===== src/rtl/fib_seq_gen.sv =====
// Fibonacci-sequence stream source with programmable seeds and term count.
// Emits terms over valid/ready with a last marker, done pulse and sticky overflow.
module fib_seq_gen #(
  parameter int unsigned WIDTH    = 32,
  parameter int unsigned CNT_W    = 16,
  parameter int unsigned SATURATE = 0
) (
  input  logic             clk,
  input  logic             reset_n,
  input  logic             start_i,
  input  logic [WIDTH-1:0] seed0_i,
  input  logic [WIDTH-1:0] seed1_i,
  input  logic [CNT_W-1:0] num_terms_i,
  input  logic             ready_i,
  output logic             valid_o,
  output logic [WIDTH-1:0] seq_o,
  output logic             last_o,
  output logic             busy_o,
  output logic             done_o,
  output logic             ovf_o
);

  typedef enum logic {
    S_IDLE = 1'b0,
    S_RUN  = 1'b1
  } state_t;

  state_t           r_state;
  state_t           w_state_nxt;
  logic [WIDTH-1:0] r_a;
  logic [WIDTH-1:0] r_b;
  logic [WIDTH-1:0] w_a_nxt;
  logic [WIDTH-1:0] w_b_nxt;
  logic [CNT_W-1:0] r_cnt;
  logic [CNT_W-1:0] r_n;
  logic [CNT_W-1:0] w_cnt_nxt;
  logic [CNT_W-1:0] w_n_nxt;
  logic             r_done;
  logic             w_done_nxt;
  logic             r_ovf;
  logic             w_ovf_nxt;
  logic [WIDTH:0]   w_sum_full;
  logic [WIDTH-1:0] w_sum;
  logic             w_run;
  logic             w_last;
  logic             w_fire;

  // Carry-extended sum; clamp to all-ones only in saturating builds
  assign w_sum_full = {1'b0, r_a} + {1'b0, r_b};
  assign w_sum      = ((SATURATE != 0) && w_sum_full[WIDTH]) ? '1 : w_sum_full[WIDTH-1:0];

  assign w_run  = (r_state == S_RUN);
  assign w_last = w_run && (r_cnt == (r_n - CNT_W'(1)));
  assign w_fire = w_run && ready_i;

  // Next-state and datapath update
  always_comb begin
    w_state_nxt = r_state;
    w_a_nxt     = r_a;
    w_b_nxt     = r_b;
    w_cnt_nxt   = r_cnt;
    w_n_nxt     = r_n;
    w_ovf_nxt   = r_ovf;
    w_done_nxt  = 1'b0;
    case (r_state)
      S_IDLE: begin
        if (start_i && (num_terms_i != '0)) begin
          w_state_nxt = S_RUN;
          w_a_nxt     = seed0_i;
          w_b_nxt     = seed1_i;
          w_cnt_nxt   = '0;
          w_n_nxt     = num_terms_i;
          w_ovf_nxt   = 1'b0;
        end
      end
      S_RUN: begin
        if (w_fire) begin
          if (w_last) begin
            w_state_nxt = S_IDLE;
            w_done_nxt  = 1'b1;
          end else begin
            w_a_nxt   = r_b;
            w_b_nxt   = w_sum;
            w_cnt_nxt = r_cnt + CNT_W'(1);
            if (w_sum_full[WIDTH]) begin
              w_ovf_nxt = 1'b1;
            end
          end
        end
      end
      default: w_state_nxt = S_IDLE;
    endcase
  end

  always_ff @(posedge clk or negedge reset_n) begin
    if (!reset_n) begin
      r_state <= S_IDLE;
      r_a     <= '0;
      r_b     <= '0;
      r_cnt   <= '0;
      r_n     <= '0;
      r_done  <= 1'b0;
      r_ovf   <= 1'b0;
    end else begin
      r_state <= w_state_nxt;
      r_a     <= w_a_nxt;
      r_b     <= w_b_nxt;
      r_cnt   <= w_cnt_nxt;
      r_n     <= w_n_nxt;
      r_done  <= w_done_nxt;
      r_ovf   <= w_ovf_nxt;
    end
  end

  // Outputs depend on registers only, never on ready_i
  assign valid_o = w_run;
  assign busy_o  = w_run;
  assign seq_o   = r_a;
  assign last_o  = w_last;
  assign done_o  = r_done;
  assign ovf_o   = r_ovf;

endmodule


===== config.mk =====
export PLATFORM = sky130hd
export DESIGN_NAME = fib_seq_gen
export DESIGN_NICKNAME = d
export VERILOG_FILES = /design/src/rtl/fib_seq_gen.sv
export SDC_FILE = /design/constraint.sdc
export NUM_CORES = 1
export LEC_CHECK = 0
export ABC_AREA = 1
export BUFFER_PORTS_ARGS = -buffer_cell sky130_fd_sc_hd__buf_2
export CAP_MARGIN = 10
export CORE_MARGIN = 2
export CORE_UTILIZATION = 50
export DETAILED_ROUTE_END_ITERATION = 10
export PLACE_DENSITY = 0.68
export SYNTH_ARGS = -nofsm -noshare
export SYNTH_HDL_FRONTEND = slang
export SYNTH_SLANG_ARGS = --single-unit

===== constraint.sdc =====
create_clock -name clk -period 4.1 [get_ports clk]
set_input_delay 0.205 -clock clk [delete_from_list [all_inputs] [get_ports clk]]
set_output_delay 0.205 -clock clk [all_outputs]
set_load 0.1 [all_outputs]

; Word level (Yosys, flattened, before mapping)
; Cells that the tools add are included.
[word_totals]
ff_bits = 99
in_bits = 84
output_inout_bits = 37
[classes]
addsub = 3
n_eq_ne = 5
mux = 24
n_bitwise = 1
reduce_logical = 7
[ops]
columns = cell, count
row1 = $mux 32, 6
row2 = $pmux 32 s2, 2
row3 = $mux 16, 3
row4 = $add 32x32->33, 1
row5 = $pmux 16 s2, 1
row6 = $add 16x1->16 const B, 1
row7 = $eq 16x16->1, 1
row8 = $reduce_bool 16->1, 1
row9 = $sub 16x1->16 const B, 1
row10 = $mux 1, 10
row11 = $ne 2x1->1 const B, 2
row12 = $ne 2x2->1 const B, 2
row13 = $pmux 1 s2, 2
row14 = $reduce_and 4->1, 1
row15 = $logic_and 1x1->1, 3
row16 = $reduce_and 3->1, 1
row17 = $reduce_and 2->1, 1
row18 = $not 1->1, 1

; Depth between registers and ports, before layout
; Gate-level depths: netlist of run 1.
[logic_depth]
word_depth = 6
mapped_depth = 16

; Least setup slack after synthesis of run 1
; Ideal clock, no wire load.
[synth_path]
path_kind = register to output
from = register r_state, in the netlist busy_o
to = output last_o
arrival_time_ns = 2.582
t_required_ns = 3.895
slack_ns = 1.313
path_stages_with_launch = 12
path_buffers = 1
cell_sequence = dfrtp_1 -> clkbuf_1 -> nand2_1 -> nor2_1 -> nand2_1 -> nor2_1 -> nand2_1 -> nor2_1 -> nand2_1 -> nor2_1 -> nand3_1 -> inv_1
[synth_between]
elab_chain_cells = 1
[synth_rtl]
columns = item, line
row1 = from (decl), 28  ; state_t r_state;
row2 = from (signal assigned), 105  ; r_state <= w_state_nxt;
row3 = $logic_and 1x1->1, 53  ; assign w_last = w_run && (r_cnt == (r_n - CNT_W'(1)));
row4 = to (decl), 17  ; output logic last_o,
; Every way passes these cells.

; Worst setup path in the final report of run 1
[layout_path]
from = register r_n[0]
to = output last_o
[layout_between]
elab_chain_cells = 3
[layout_rtl]
columns = item, line
row1 = from (decl), 35  ; logic [CNT_W-1:0] r_n;
row2 = from (signal assigned), 109  ; r_n <= w_n_nxt;
row3 = $sub 16x1->16, 53
row4 = $eq 16x16->1, 53
row5 = $logic_and 1x1->1, 53
; Every way passes these cells.

==> results of run 1 <==
## area by class of cell
class                           count  share of cell area [%]
Clock buffer                       10                    2.46
Sequential cell                    99                    26.7
Inverter                          160                    6.46
Clock inverter                      6                   0.942
Timing Repair Buffer              125                    6.89
Multi-Input combinational cell   1086                    53.6
Tap cell                          220                    2.96
## synth_stat cells, types with 3 or more instances
cell type and number:
sky130_fd_sc_hd__buf_4 9, sky130_fd_sc_hd__buf_1 3, sky130_fd_sc_hd__o21ai_0 30, sky130_fd_sc_hd__buf_6 3
sky130_fd_sc_hd__nand3_1 143, sky130_fd_sc_hd__dfrtp_1 99, sky130_fd_sc_hd__nand2_1 664, sky130_fd_sc_hd__nor2_2 4
sky130_fd_sc_hd__nor4_1 6, sky130_fd_sc_hd__xor2_1 17, sky130_fd_sc_hd__o21bai_1 3, sky130_fd_sc_hd__or2_2 3
sky130_fd_sc_hd__a21oi_1 25, sky130_fd_sc_hd__nor2_1 90, sky130_fd_sc_hd__clkbuf_1 30, sky130_fd_sc_hd__nand4_1 15
sky130_fd_sc_hd__inv_1 156, sky130_fd_sc_hd__and2_1 7, sky130_fd_sc_hd__inv_2 3, sky130_fd_sc_hd__buf_2 3
sky130_fd_sc_hd__xnor2_1 18, sky130_fd_sc_hd__nand3b_1 7, sky130_fd_sc_hd__ha_1 34, sky130_fd_sc_hd__and3_1 3
sky130_fd_sc_hd__nor3_1 12
## placed cells by master (no fill, tap or decap), drive strengths merged, types with 4 or more instances in the layout
| cell | instances |
|---|---|
| xnor2 | 18 |
| nand4 | 15 |
| nand3 | 144 |
| a21oi | 25 |
| nor3 | 12 |
| xor2 | 17 |
| nand2 | 665 |
| nor2 | 94 |
| nand3b | 7 |
| clkinv | 4 |
| o21ai | 31 |
| dfrtp | 99 |
| buf | 125 |
| and2 | 7 |
| clkbuf | 10 |
| ha | 34 |
| inv | 160 |
| nor4 | 6 |
## flip-flops by register name, indices dropped and copies added, names as in the netlist
signal / cells
r_b: 32
seq_o: 32
r_cnt: 16
r_n: 16
busy_o: 1
done_o: 1
ovf_o: 1
## metrics by stage
step / utilization [%] / cells / area (µm²) / power, W
CTS: 56.6 / 1706 / 9290 / 0.00220
global placement: 54.7 / 1690 / 8980 / 0.00125
detailed placement: 54.7 / 1690 / 8980 / 0.00126
global route: 56.6 / 1706 / 9290 / 0.00227
finish: 56.6 / 1706 / 9290 / 0.00219
floorplan: - / 1393 / 8300 / 0.00116
## power by group through the flow
stage | Clock, W | Combinational [W] | Sequential (W)
final | 0.000945 | 0.000212 | 0.00103
after global routing | 0.000988 | 0.000245 | 0.00103
after CTS | 0.000956 | 0.000214 | 0.00103
after detailed placement | 0 | 0.000212 | 0.00105
after global placement | 0 | 0.000208 | 0.00105
after floorplan | 0 | 0.000127 | 0.00104
## cell families after synthesis
family / count (synthesis)
XOR/XNOR: 35
adder cells (fa/ha/maj): 35
AO/OA/AOI/OAI: 60
flip-flops: 99
buffers and inverters: 208
AND/OR/NAND/NOR: 956
## per-layer routing
metal  vias to the layer above  global-route usage, %
li1                       4501                      -
met1                      3931                   38.5
met2                       191                   43.0
met3                        21                   2.64
met4                         0                   7.29
met5                         -                      0
## final timing paths
kind                                      from        end  slack (ns)  cells after the start
worst max-delay path                    r_n[0]     last_o        1.18                     15
worst min-delay path                   reset_n  seq_o[24]       -0.05                      1
worst max register to register          r_n[0]    r_b[12]        1.43                     14
worst min register to register           ovf_o      ovf_o        0.47                      2
max in group asynchronous              reset_n   seq_o[9]        3.16                      2
min in group clk                num_terms_i[5]     r_n[5]        0.05                      3
==> qor.log, run 1 <==
[logic_synthesis] post-synthesis compound-gate area fraction 3.74%
[logic_synthesis] YS warnings 0
[timing] Final Hold Violating Endpoints 39
[layout] # diodes 0
[clock_tree] CTS tree done
[logic_synthesis] most used flip-flop cell after synthesis sky130_fd_sc_hd__dfrtp_1
[logic_synthesis] post-synthesis instance area 8300 µm²
[layout] total of fill cells in the finished design 1718
[logic_synthesis] average cell area after synthesis 5.96 µm²
[floorplan] Die Y 133 µm
[clock_tree] clk sinks 99
[logic_synthesis] area share of fa/ha/maj cells after synthesis 5.37%
[logic_synthesis] basic-gate share of the synthesized area counting and, or, nand and nor cells 47.2%
[timing] summed negative setup slack over all endpoints 0 ns
[placement] Placement Setup Slack 1.47 ns
[setup_path] critical path launch point type flip-flop
[setup_path] classification of the worst setup path reg -> out
[routing] routed len/inst 13.6 µm
[clock_tree] Setup Buffers After CTS 0
[logic_synthesis] post-synthesis mux area share 0%
[setup_path] peak per-stage delay on the critical path 0.43 ns
[grt] number of global-route vias before repair 7875
[floorplan] Placement Rows 47
[clock_tree] H-Tree Depth 3
[layout] number of nets in the layout 1600
[timing] setup slack of the critical path after layout 1.18 ns
[clock_tree] post-cts gate resize count 0
[power_and_ir_drop] maximum ir drop on the vdd rail 0.219 mV
[setup_path] Max stage delay cell, worst path sky130_fd_sc_hd__buf_2
[logic_synthesis] cell types with the largest area share after synthesis sky130_fd_sc_hd__nand2_1 30%, sky130_fd_sc_hd__dfrtp_1 30%, sky130_fd_sc_hd__nand3_1 8.6%
[setup_path] arrival time at the worst endpoint 2.71 ns
[clock_tree] Post-CTS Hold Buffers 0
[hold_path] kind of path behind the tightest hold check in -> async
[setup_path] worst-path fanout max 7
[power_and_ir_drop] power per standard cell area 235 nW/µm²
[logic_synthesis] post-synthesis sequential area ratio 29.9%
[timing] Setup Viol. Count Final 0
[logic_synthesis] Yosys top cell by area sky130_fd_sc_hd__nand2_1
[outcome] violations in the final reports hold timing
[timing] Hold Worst Slack -0.0459 ns
[timing] RSZ-0062 raised after global routing no
[setup_path] family of cells with the greatest summed delay on the critical path simple AND/OR/NAND/NOR gates
[routing] post-detailed-route via-to-cell ratio 5.07
[routing] residual antenna-violating net count after detailed routing 0
[logic_synthesis] fraction of synthesis flops using an asynchronous set or reset pin 100%
[clock_tree] number of buffers added by the clock tree synthesis step 9
[clock_tree] CTS clk-pin slew, worst paths 0.07 ns
[layout] post-synthesis to final-layout area growth 12.0%
[setup_path] CP endpoint kind output pin
[outcome] outcome finished with violations
[setup_path] WP data required 3.89 ns
[power_and_ir_drop] Sw Share 26.2%
[floorplan] Boundary Pins 121
[setup_path] critical path buffer and inverter count 5
[layout] ratio of cells with drive above 1 in the final layout 10.4%
[logic_synthesis] number of distinct standard cells referenced by the synthesized netlist 31
[timing] highest clock frequency the design can meet 0.343 GHz
[routing] drt initial violations 543
[clock_tree] number of buffers on the longest clock path 2
[grt] leftover overflow at the end of global routing 0
[power_and_ir_drop] Combinational Power Share 9.7%
[placement] Routability Congestion 0.900
[logic_synthesis] dominant combinational cell family by area after synthesis simple AND/OR/NAND/NOR gates
[routing] DR DRC count 0
[timing] worst clock skew on the final layout 0.0100 ns
[clock_tree] clk_lat worst skew 0.36 ns
[logic_synthesis] post-synthesis xor/xnor area fraction 3.69%
[floorplan] area enclosed by the die boundary 17600 µm²
[floorplan] Starting Density 50.6%
[routing] Pre-antenna DRT Iters 5
[grt] GRT Resource Usage Total 26.7%
[grt] first-pass GRT wire length 38600 µm
[power_and_ir_drop] clock power share 43.2%
[placement] PortBufs 120
[logic_synthesis] number of enable flip-flop cells after synthesis 0
[layout] sequential standard cell area 2480 µm²
[grt] pin count of the biggest net entering global routing 90
[power_and_ir_drop] net load switching power 0.000573 W
[grt] initial antenna violation count 0
[timing] headroom to the max-slew limit 38.8%
[layout] Multi-input gate area 4980 µm²
[routing] detailed-routing wirelength on met1 11300 µm
[clock_tree] clock root buffer sky130_fd_sc_hd__clkbuf_16
[logic_synthesis] post-synthesis register bit count 99
[placement] half-perimeter wire length of the detailed placement result 16900 µm
[floorplan] placeable core region 16400 µm²
[timing] Final Max Slew Viols 0
[logic_synthesis] Net Count, Synth 1512
[routing] via count 8644
[power_and_ir_drop] Internal Pwr Total 0.00161 W
[power_and_ir_drop] leakage power of the design 5.63 nW
[timing] worst slew pin tran 0.918 ns
[floorplan] Chip Width 133 µm
[timing] final critical-path share of the clock period 71.1%
[logic_synthesis] Gate Count Post-Synth 1393
[power_and_ir_drop] proportion of power drawn by flip-flops and latches 47.1%
[routing] wire length on met2 10500 µm
[setup_path] critical path, cell by cell inv_1 -> ha_1 -> inv_1 -> nor2_1 -> nand2_1 -> nor2_1 -> nand3_1 -> nand2_1 -> nand2_1 -> inv_1 -> nand2_1 -> nor2_1 -> nand3_1 -> inv_1 -> buf_2
[timing] crit path time final 2.92 ns
[logic_synthesis] share of the synthesized area in the top cell type 30.0%
[routing] Total Wirelength 23200 µm
[routing] DR WL met3 1070 µm
[run] max-cap violation count 0
[routing] top routing layer used met4
No activity file was read; power rests on OpenSTA's default activity.
==> inputs of run 2 (changes only) <==
clock period = 2.9 ns   (was 4.1 ns; I/O delays follow)
==> qor.log, run 2 (synthesis results as in run 1) <==
[floorplan] area enclosed by the die boundary 17600 µm² [unchanged]
[setup_path] Worst Reg2Reg Path Length in Cells 14 [unchanged]
[timing] setup slack of the critical path after layout 0.209 ns [was 1.18 ns]
[timing] Final Max Slew Viols 0 [unchanged]
[layout] # diodes 0 [unchanged]
[setup_path] peak per-stage delay on the critical path 0.39 ns [was 0.43 ns]
[layout] Multi-input gate area 4990 µm² [was 4980 µm²]
[setup_path] critical path launch point type flip-flop [unchanged]
[power_and_ir_drop] leakage power of the design 5.64 nW [was 5.63 nW]
[routing] post-detailed-route via-to-cell ratio 5.08 [was 5.07]
[layout] post-synthesis to final-layout area growth 12.5% [was 12.0%]
[clock_tree] number of buffers on the longest clock path 2 [unchanged]
[timing] crit path time final 2.69 ns
[placement] Placement Setup Slack 0.431 ns [was 1.47 ns]
[setup_path] CP endpoint kind output pin [unchanged]
[setup_path] endpoint of the worst-slack reg-to-reg timing path r_b[18] [was r_b[12]]
[timing] summed negative setup slack over all endpoints 0 ns [unchanged]
[power_and_ir_drop] maximum ir drop on the vdd rail 0.311 mV [was 0.219 mV]
[layout] most common library cell in the layout ignoring fill and taps sky130_fd_sc_hd__nand2_1 [unchanged]
[layout] total of fill cells in the finished design 1693 [was 1718]
[layout] sequential standard cell area 2480 µm² [unchanged]
[grt] number of global-route vias before repair 7876 [was 7875]
[placement] Routability Congestion 0.959 [was 0.900]
[timing] Final Hold Violating Endpoints 0 [was 39]
[timing] final critical-path share of the clock period 92.8%
[setup_path] critical path, cell by cell inv_1 -> ha_1 -> inv_1 -> nor2_1 -> nand2_1 -> nor2_1 -> nand3_1 -> nand2_1 -> nand2_1 -> inv_1 -> nand2_1 -> nor2_1 -> nand3_2 -> inv_1 -> buf_6 [was inv_1 -> ha_1 -> inv_1 -> nor2_1 -> nand2_1 -> nor2_1 -> nand3_1 -> nand2_1 -> nand2_1 -> inv_1 -> nand2_1 -> nor2_1 -> nand3_1 -> inv_1 -> buf_2]
[layout] ratio of cells with drive above 1 in the final layout 10.6% [was 10.4%]
[floorplan] placeable core region 16400 µm² [unchanged]
[setup_path] Max stage delay cell, worst path sky130_fd_sc_hd__dfrtp_1 [was sky130_fd_sc_hd__buf_2]
[routing] Pre-antenna DRT Iters 5 [unchanged]
[layout] number of nets in the layout 1607 [was 1600]
[timing] Setup Viol. Count Final 0 [unchanged]
[grt] initial antenna violation count 0 [unchanged]
[setup_path] arrival time at the worst endpoint 2.55 ns [was 2.71 ns]
[clock_tree] H-Tree Depth 3 [unchanged]
[routing] routed len/inst 13.9 µm [was 13.6 µm]
[floorplan] Placement Rows 47 [unchanged]
[setup_path] worst-path fanout max 7 [unchanged]
[timing] worst slew pin tran 0.893 ns [was 0.918 ns]
[timing] headroom to the max-slew limit 40.5% [was 38.8%]
[clock_tree] clock root buffer sky130_fd_sc_hd__clkbuf_16 [unchanged]
[timing] worst clock skew on the final layout 0.0116 ns [was 0.0100 ns]
[clock_tree] CTS clk-pin slew, worst paths 0.07 ns [about the same]
[clock_tree] CTS tree done [unchanged]
[hold_path] Worst Hold Launch num_terms_i[7]
[placement] half-perimeter wire length of the detailed placement result 17700 µm [was 16900 µm]
[hold_path] Endpoint, Worst Hold r_n[7]
[floorplan] Die Y 133 µm [unchanged]
[placement] post-placement cell count 1695 [was 1690]
[outcome] outcome complete, no violations [was finished with violations]
[grt] pin count of the biggest net entering global routing 90 [unchanged]
[floorplan] Chip Width 133 µm [unchanged]
[grt] first-pass GRT wire length 39500 µm [was 38600 µm]
[setup_path] reg-to-reg critical path startpoint r_n[0] [unchanged]
[power_and_ir_drop] power per standard cell area 313 nW/µm² [was 235 nW/µm²]
[floorplan] Boundary Pins 121 [unchanged]
[timing] RSZ-0062 raised after global routing no [unchanged]
[placement] PortBufs 120 [unchanged]
[routing] residual antenna-violating net count after detailed routing 0 [unchanged]
[timing] highest clock frequency the design can meet 0.372 GHz
[grt] leftover overflow at the end of global routing 0 [unchanged]
[setup_path] Register-to-Register Setup Slack 0.50 ns [was 1.43 ns]
[run] max-cap violation count 0 [unchanged]
[layout] top library cells by usage in the layout, fill and taps aside 663 x sky130_fd_sc_hd__nand2_1, 156 x sky130_fd_sc_hd__inv_1, 142 x sky130_fd_sc_hd__nand3_1 [was 663 x sky130_fd_sc_hd__nand2_1, 156 x sky130_fd_sc_hd__inv_1, 143 x sky130_fd_sc_hd__nand3_1]
[routing] DR DRC count 0 [unchanged]
[hold_path] kind of path behind the tightest hold check in -> reg [was in -> async]
[grt] GRT Resource Usage Total 27.7% [was 26.7%]
[clock_tree] clk sinks 99 [unchanged]
[floorplan] Starting Density 50.6% [unchanged]
[routing] drt initial violations 611 [was 543]
[routing] via count 8696 [was 8644]
[layout] number of standard cells in the final layout excluding fillers 1713 [was 1706]
[clock_tree] number of buffers added by the clock tree synthesis step 9 [unchanged]
[setup_path] classification of the worst setup path reg -> out [unchanged]
[power_and_ir_drop] total power after layout 0.00293 W [was 0.00219 W]
[hold_path] worst hold path cell count 3
[routing] Total Wirelength 23800 µm [was 23200 µm]
[setup_path] WP data required 2.76 ns [was 3.89 ns]
[clock_tree] clk_lat worst skew 0.36 ns [about the same]
## run 2: how the worst max path moves through the flow
stage,from,slack (ns),to,cells after the start
global placement,r_n[0],0.46,last_o,15
finish,r_n[0],0.21,last_o,15
global route,r_n[0],0.006,last_o,15
detailed placement,r_n[0],0.43,last_o,15
floorplan,busy_o,0.17,last_o,11
CTS,r_n[0],0.02,last_o,15
## run 2: report_power, final
part / internal (W) / total, W / switching, W
clock network: 0.000585 / 0.00116 / 0.000574
registers: 0.00141 / 0.00145 / 0.0000442
logic: 0.000120 / 0.000314 / 0.000194
total: 0.00211 / 0.00293 / 0.000812
## run 2: metrics by stage
| stage | hold slack [ns] | instance area, µm² | utilization [%] |
|---|---|---|---|
| 6_report | 0.0116 | 9340 | 56.9 |
| 4_1_cts | 0.0000621 | 9330 | 56.8 |
| 3_5_place_dp | 0.183 | 9040 | 55.1 |
| 2_1_floorplan | -0.151 | 8300 | - |
| 5_1_grt | 0.0209 | 9340 | 56.9 |
| 3_3_place_gp | 0.175 | 9040 | 55.1 |
## run 2: critical path: cells and delay by family (launching register included)
kind / cells / cell delay (ns)
adders and majority gates: 1 / 0.25
DFF: 1 / 0.39
and+or+nand+nor: 9 / 0.94
buffers and inverters: 5 / 0.58
## run 2: timing repair
| item | in CTS | in global routing |
|---|---|---|
| hold buffers | 2 | 0 |
| endpoints found under the hold margin | 42 | 0 |
| buffers inserted | 0 | 0 |
| endpoints found under the setup margin | 0 | 1 |
| gates resized for setup | 0 | 4 |
## run 2: area by class of cell
| cell class | count | area share (%) |
|---|---|---|
| Clock buffer | 12 | 2.53 |
| Inverter | 160 | 6.43 |
| Timing Repair Buffer | 132 | 7.81 |
| Clock inverter | 4 | 0.308 |
| Sequential cell | 99 | 26.5 |
| Tap cell | 220 | 2.95 |
| Multi-Input combinational cell | 1086 | 53.4 |
## run 2: routing by layer
layer	GRT usage, %	wire [µm]	vias to the layer above
li1	-	-	4502
met1	39.3	11300	3926
met2	45.5	10900	253
met3	4.21	1300	15
met4	4.42	191	0
met5	0	0	-
==> inputs of run 3 (changes only) <==
clock period = 2.5 ns   (was 2.9 ns; I/O delays follow)
==> qor.log, run 3 (synthesis results as in run 1) <==
[timing] worst clock skew on the final layout 0.00831 ns [was 0.0116 ns]
[setup_path] WP data required 2.38 ns [was 2.76 ns]
[setup_path] Max stage delay cell, worst path sky130_fd_sc_hd__dfrtp_1 [unchanged]
[floorplan] Chip Width 133 µm [unchanged]
[power_and_ir_drop] leakage power of the design 5.74 nW [was 5.64 nW]
[floorplan] Die Y 133 µm [unchanged]
[grt] initial antenna violation count 0 [unchanged]
[timing] headroom to the max-slew limit 50.6% [was 40.5%]
[grt] pin count of the biggest net entering global routing 90 [unchanged]
[clock_tree] CTS tree done [unchanged]
[floorplan] placeable core region 16400 µm² [unchanged]
[setup_path] classification of the worst setup path reg -> out [unchanged]
[routing] drt initial violations 630 [was 611]
[setup_path] critical path buffer and inverter count 6 [was 5]
[setup_path] source of the critical timing path r_n[0] [unchanged]
[timing] Hold Worst Slack 0.00237 ns [was 0.0116 ns]
[timing] highest clock frequency the design can meet 0.424 GHz
[clock_tree] number of buffers added by the clock tree synthesis step 9 [unchanged]
[timing] Final Hold Violating Endpoints 0 [unchanged]
[routing] Total Wirelength 24600 µm [was 23800 µm]
[setup_path] critical path launch point type flip-flop [unchanged]
[grt] first-pass GRT wire length 41000 µm [was 39500 µm]
[timing] worst slew pin tran 0.740 ns [was 0.893 ns]
[layout] Final Instance Area 9590 µm² [was 9340 µm²]
[setup_path] Register-to-Register Setup Slack 0.17 ns [was 0.50 ns]
[timing] crit path time final 2.36 ns
[setup_path] family of cells with the greatest summed delay on the critical path simple AND/OR/NAND/NOR gates [unchanged]
[run] max-cap violation count 0 [unchanged]
[placement] half-perimeter wire length of the detailed placement result 18500 µm [was 17700 µm]
[routing] routed len/inst 14.2 µm [was 13.9 µm]
[timing] Final Max Slew Viols 0 [unchanged]
[setup_path] Worst Reg2Reg Path Length in Cells 14 [unchanged]
[placement] Routability Congestion 0.931 [was 0.959]
[routing] post-detailed-route via-to-cell ratio 5.10 [was 5.08]
[setup_path] critical path, cell by cell inv_2 -> ha_4 -> inv_1 -> nor2_1 -> nand2_1 -> nor2_2 -> inv_1 -> nand3_1 -> nand2_1 -> inv_1 -> nand2_1 -> nor2_1 -> nand3_2 -> inv_2 -> buf_12 [was inv_1 -> ha_1 -> inv_1 -> nor2_1 -> nand2_1 -> nor2_1 -> nand3_1 -> nand2_1 -> nand2_1 -> inv_1 -> nand2_1 -> nor2_1 -> nand3_2 -> inv_1 -> buf_6]
[clock_tree] H-Tree Depth 3 [unchanged]
[clock_tree] clock root buffer sky130_fd_sc_hd__clkbuf_16 [unchanged]
[clock_tree] CTS clk-pin slew, worst paths 0.07 ns [about the same]
[floorplan] area enclosed by the die boundary 17600 µm² [unchanged]
[grt] number of global-route vias before repair 8147 [was 7876]
[setup_path] reg-to-reg critical path startpoint seq_o[3] [was r_n[0]]
[grt] leftover overflow at the end of global routing 0 [unchanged]
[setup_path] crit path to last_o [unchanged]
[outcome] outcome complete, no violations [unchanged]
[clock_tree] number of buffers on the longest clock path 2 [unchanged]
[power_and_ir_drop] power per standard cell area 373 nW/µm² [was 313 nW/µm²]
[floorplan] Placement Rows 47 [unchanged]
[timing] Setup Viol. Count Final 0 [unchanged]
[grt] GRT Resource Usage Total 28.6% [was 27.7%]
[layout] top library cells by usage in the layout, fill and taps aside 663 x sky130_fd_sc_hd__nand2_1, 154 x sky130_fd_sc_hd__inv_1, 142 x sky130_fd_sc_hd__nand3_1 [was 663 x sky130_fd_sc_hd__nand2_1, 156 x sky130_fd_sc_hd__inv_1, 142 x sky130_fd_sc_hd__nand3_1]
[placement] PortBufs 120 [unchanged]
[routing] residual antenna-violating net count after detailed routing 0 [unchanged]
[floorplan] Boundary Pins 121 [unchanged]
[routing] DR DRC count 0 [unchanged]
[clock_tree] clk sinks 99 [unchanged]
[routing] Pre-antenna DRT Iters 7 [was 5]
[layout] most common library cell in the layout ignoring fill and taps sky130_fd_sc_hd__nand2_1 [unchanged]
[layout] post-synthesis to final-layout area growth 15.6% [was 12.5%]
[setup_path] peak per-stage delay on the critical path 0.40 ns [was 0.39 ns]
[layout] total of fill cells in the finished design 1677 [was 1693]
[setup_path] worst-path fanout max 5 [was 7]
[layout] ratio of cells with drive above 1 in the final layout 11.4% [was 10.6%]
[setup_path] logic depth of the worst path, buffers included 15 [unchanged]
[layout] number of standard cells in the final layout excluding fillers 1729 [was 1713]
[power_and_ir_drop] maximum ir drop on the vdd rail 0.338 mV [was 0.311 mV]
[setup_path] CP endpoint kind output pin [unchanged]
[setup_path] endpoint of the worst-slack reg-to-reg timing path r_b[25] [was r_b[18]]
[clock_tree] Setup Buffers After CTS 0 [unchanged]
[timing] summed negative setup slack over all endpoints 0 ns [unchanged]
[routing] via count 8819 [was 8696]
[floorplan] Starting Density 50.6% [unchanged]
[placement] placed instance area 9130 µm² [was 9040 µm²]
[timing] final critical-path share of the clock period 94.4%
[clock_tree] clk_lat worst skew 0.36 ns [about the same]
[layout] # diodes 0 [unchanged]
[layout] number of nets in the layout 1623 [was 1607]
[hold_path] kind of path behind the tightest hold check in -> reg [unchanged]
[setup_path] arrival time at the worst endpoint 2.23 ns [was 2.55 ns]
[timing] RSZ-0062 raised after global routing yes [was no]
[placement] post-placement cell count 1700 [was 1695]
-- run 3: cell type report --
type / instances / area, µm² / share of cell area [%]
multi-input combinational: 1086 / 5010 / 52.2
clock buffer: 11 / 243 / 2.53
timing repair buffer: 148 / 923 / 9.63
inverter: 160 / 601 / 6.26
tap: 220 / 275 / 2.87
sequential: 99 / 2480 / 25.9
clock inverter: 5 / 61.3 / 0.639
-- run 3: report_power, final --
part,internal (W),switching [W]
Sequential,0.00163,0.0000535
Clock,0.000813,0.000689
Combinational,0.000158,0.000226
Total,0.00261,0.000969
-- run 3: worst min path at each step --
stage / start / cells past startpoint / slack (ns) / end
finish: num_terms_i[14] / 3 / 0.002 / r_n[14]
global route: num_terms_i[12] / 3 / 0.02 / r_n[12]
CTS: num_terms_i[14] / 3 / 0.002 / r_n[14]
detailed placement: reset_n / 1 / 0.09 / seq_o[29]
global placement: reset_n / 1 / 0.08 / r_b[29]
floorplan: reset_n / 0 / -0.17 / busy_o
-- run 3: stage by stage --
| step | worst slack (ns) | utilization (%) | total power [W] |
|---|---|---|---|
| floorplan | 0.0583 | - | 0.00191 |
| global placement | 0.163 | 55.7 | 0.00208 |
| detailed placement | 0.126 | 55.7 | 0.00209 |
| CTS | 0.00935 | 58.4 | 0.00359 |
| global route | -0.0636 | 58.5 | 0.00372 |
| finish | 0.140 | 58.5 | 0.00357 |
-- run 3: per-layer routing --
metal,part of all wire [%],vias to the layer above,GRT usage [%]
li1,-,4541,-
met1,48,4008,40.8
met2,45,240,45.7
met3,5.1,30,4.41
met4,1.8,0,7.29
met5,0,-,0
-- run 3: tightest hold or removal path, delay by kind of cell --
family / cells / cell delay, ns
buffers and inverters: 1 / 0.09
AO/OA/AOI/OAI: 1 / 0.07
AND/OR/NAND/NOR: 1 / 0.04
-- run 3: what timing repair did --
action                     in CTS  in global routing
setup endpoints to repair       1                 14
resized for setup               3                  5
hold endpoints to repair       38                  0
pin swaps                       0                  0
cloned                          0                  0
hold buffers                   13                  0
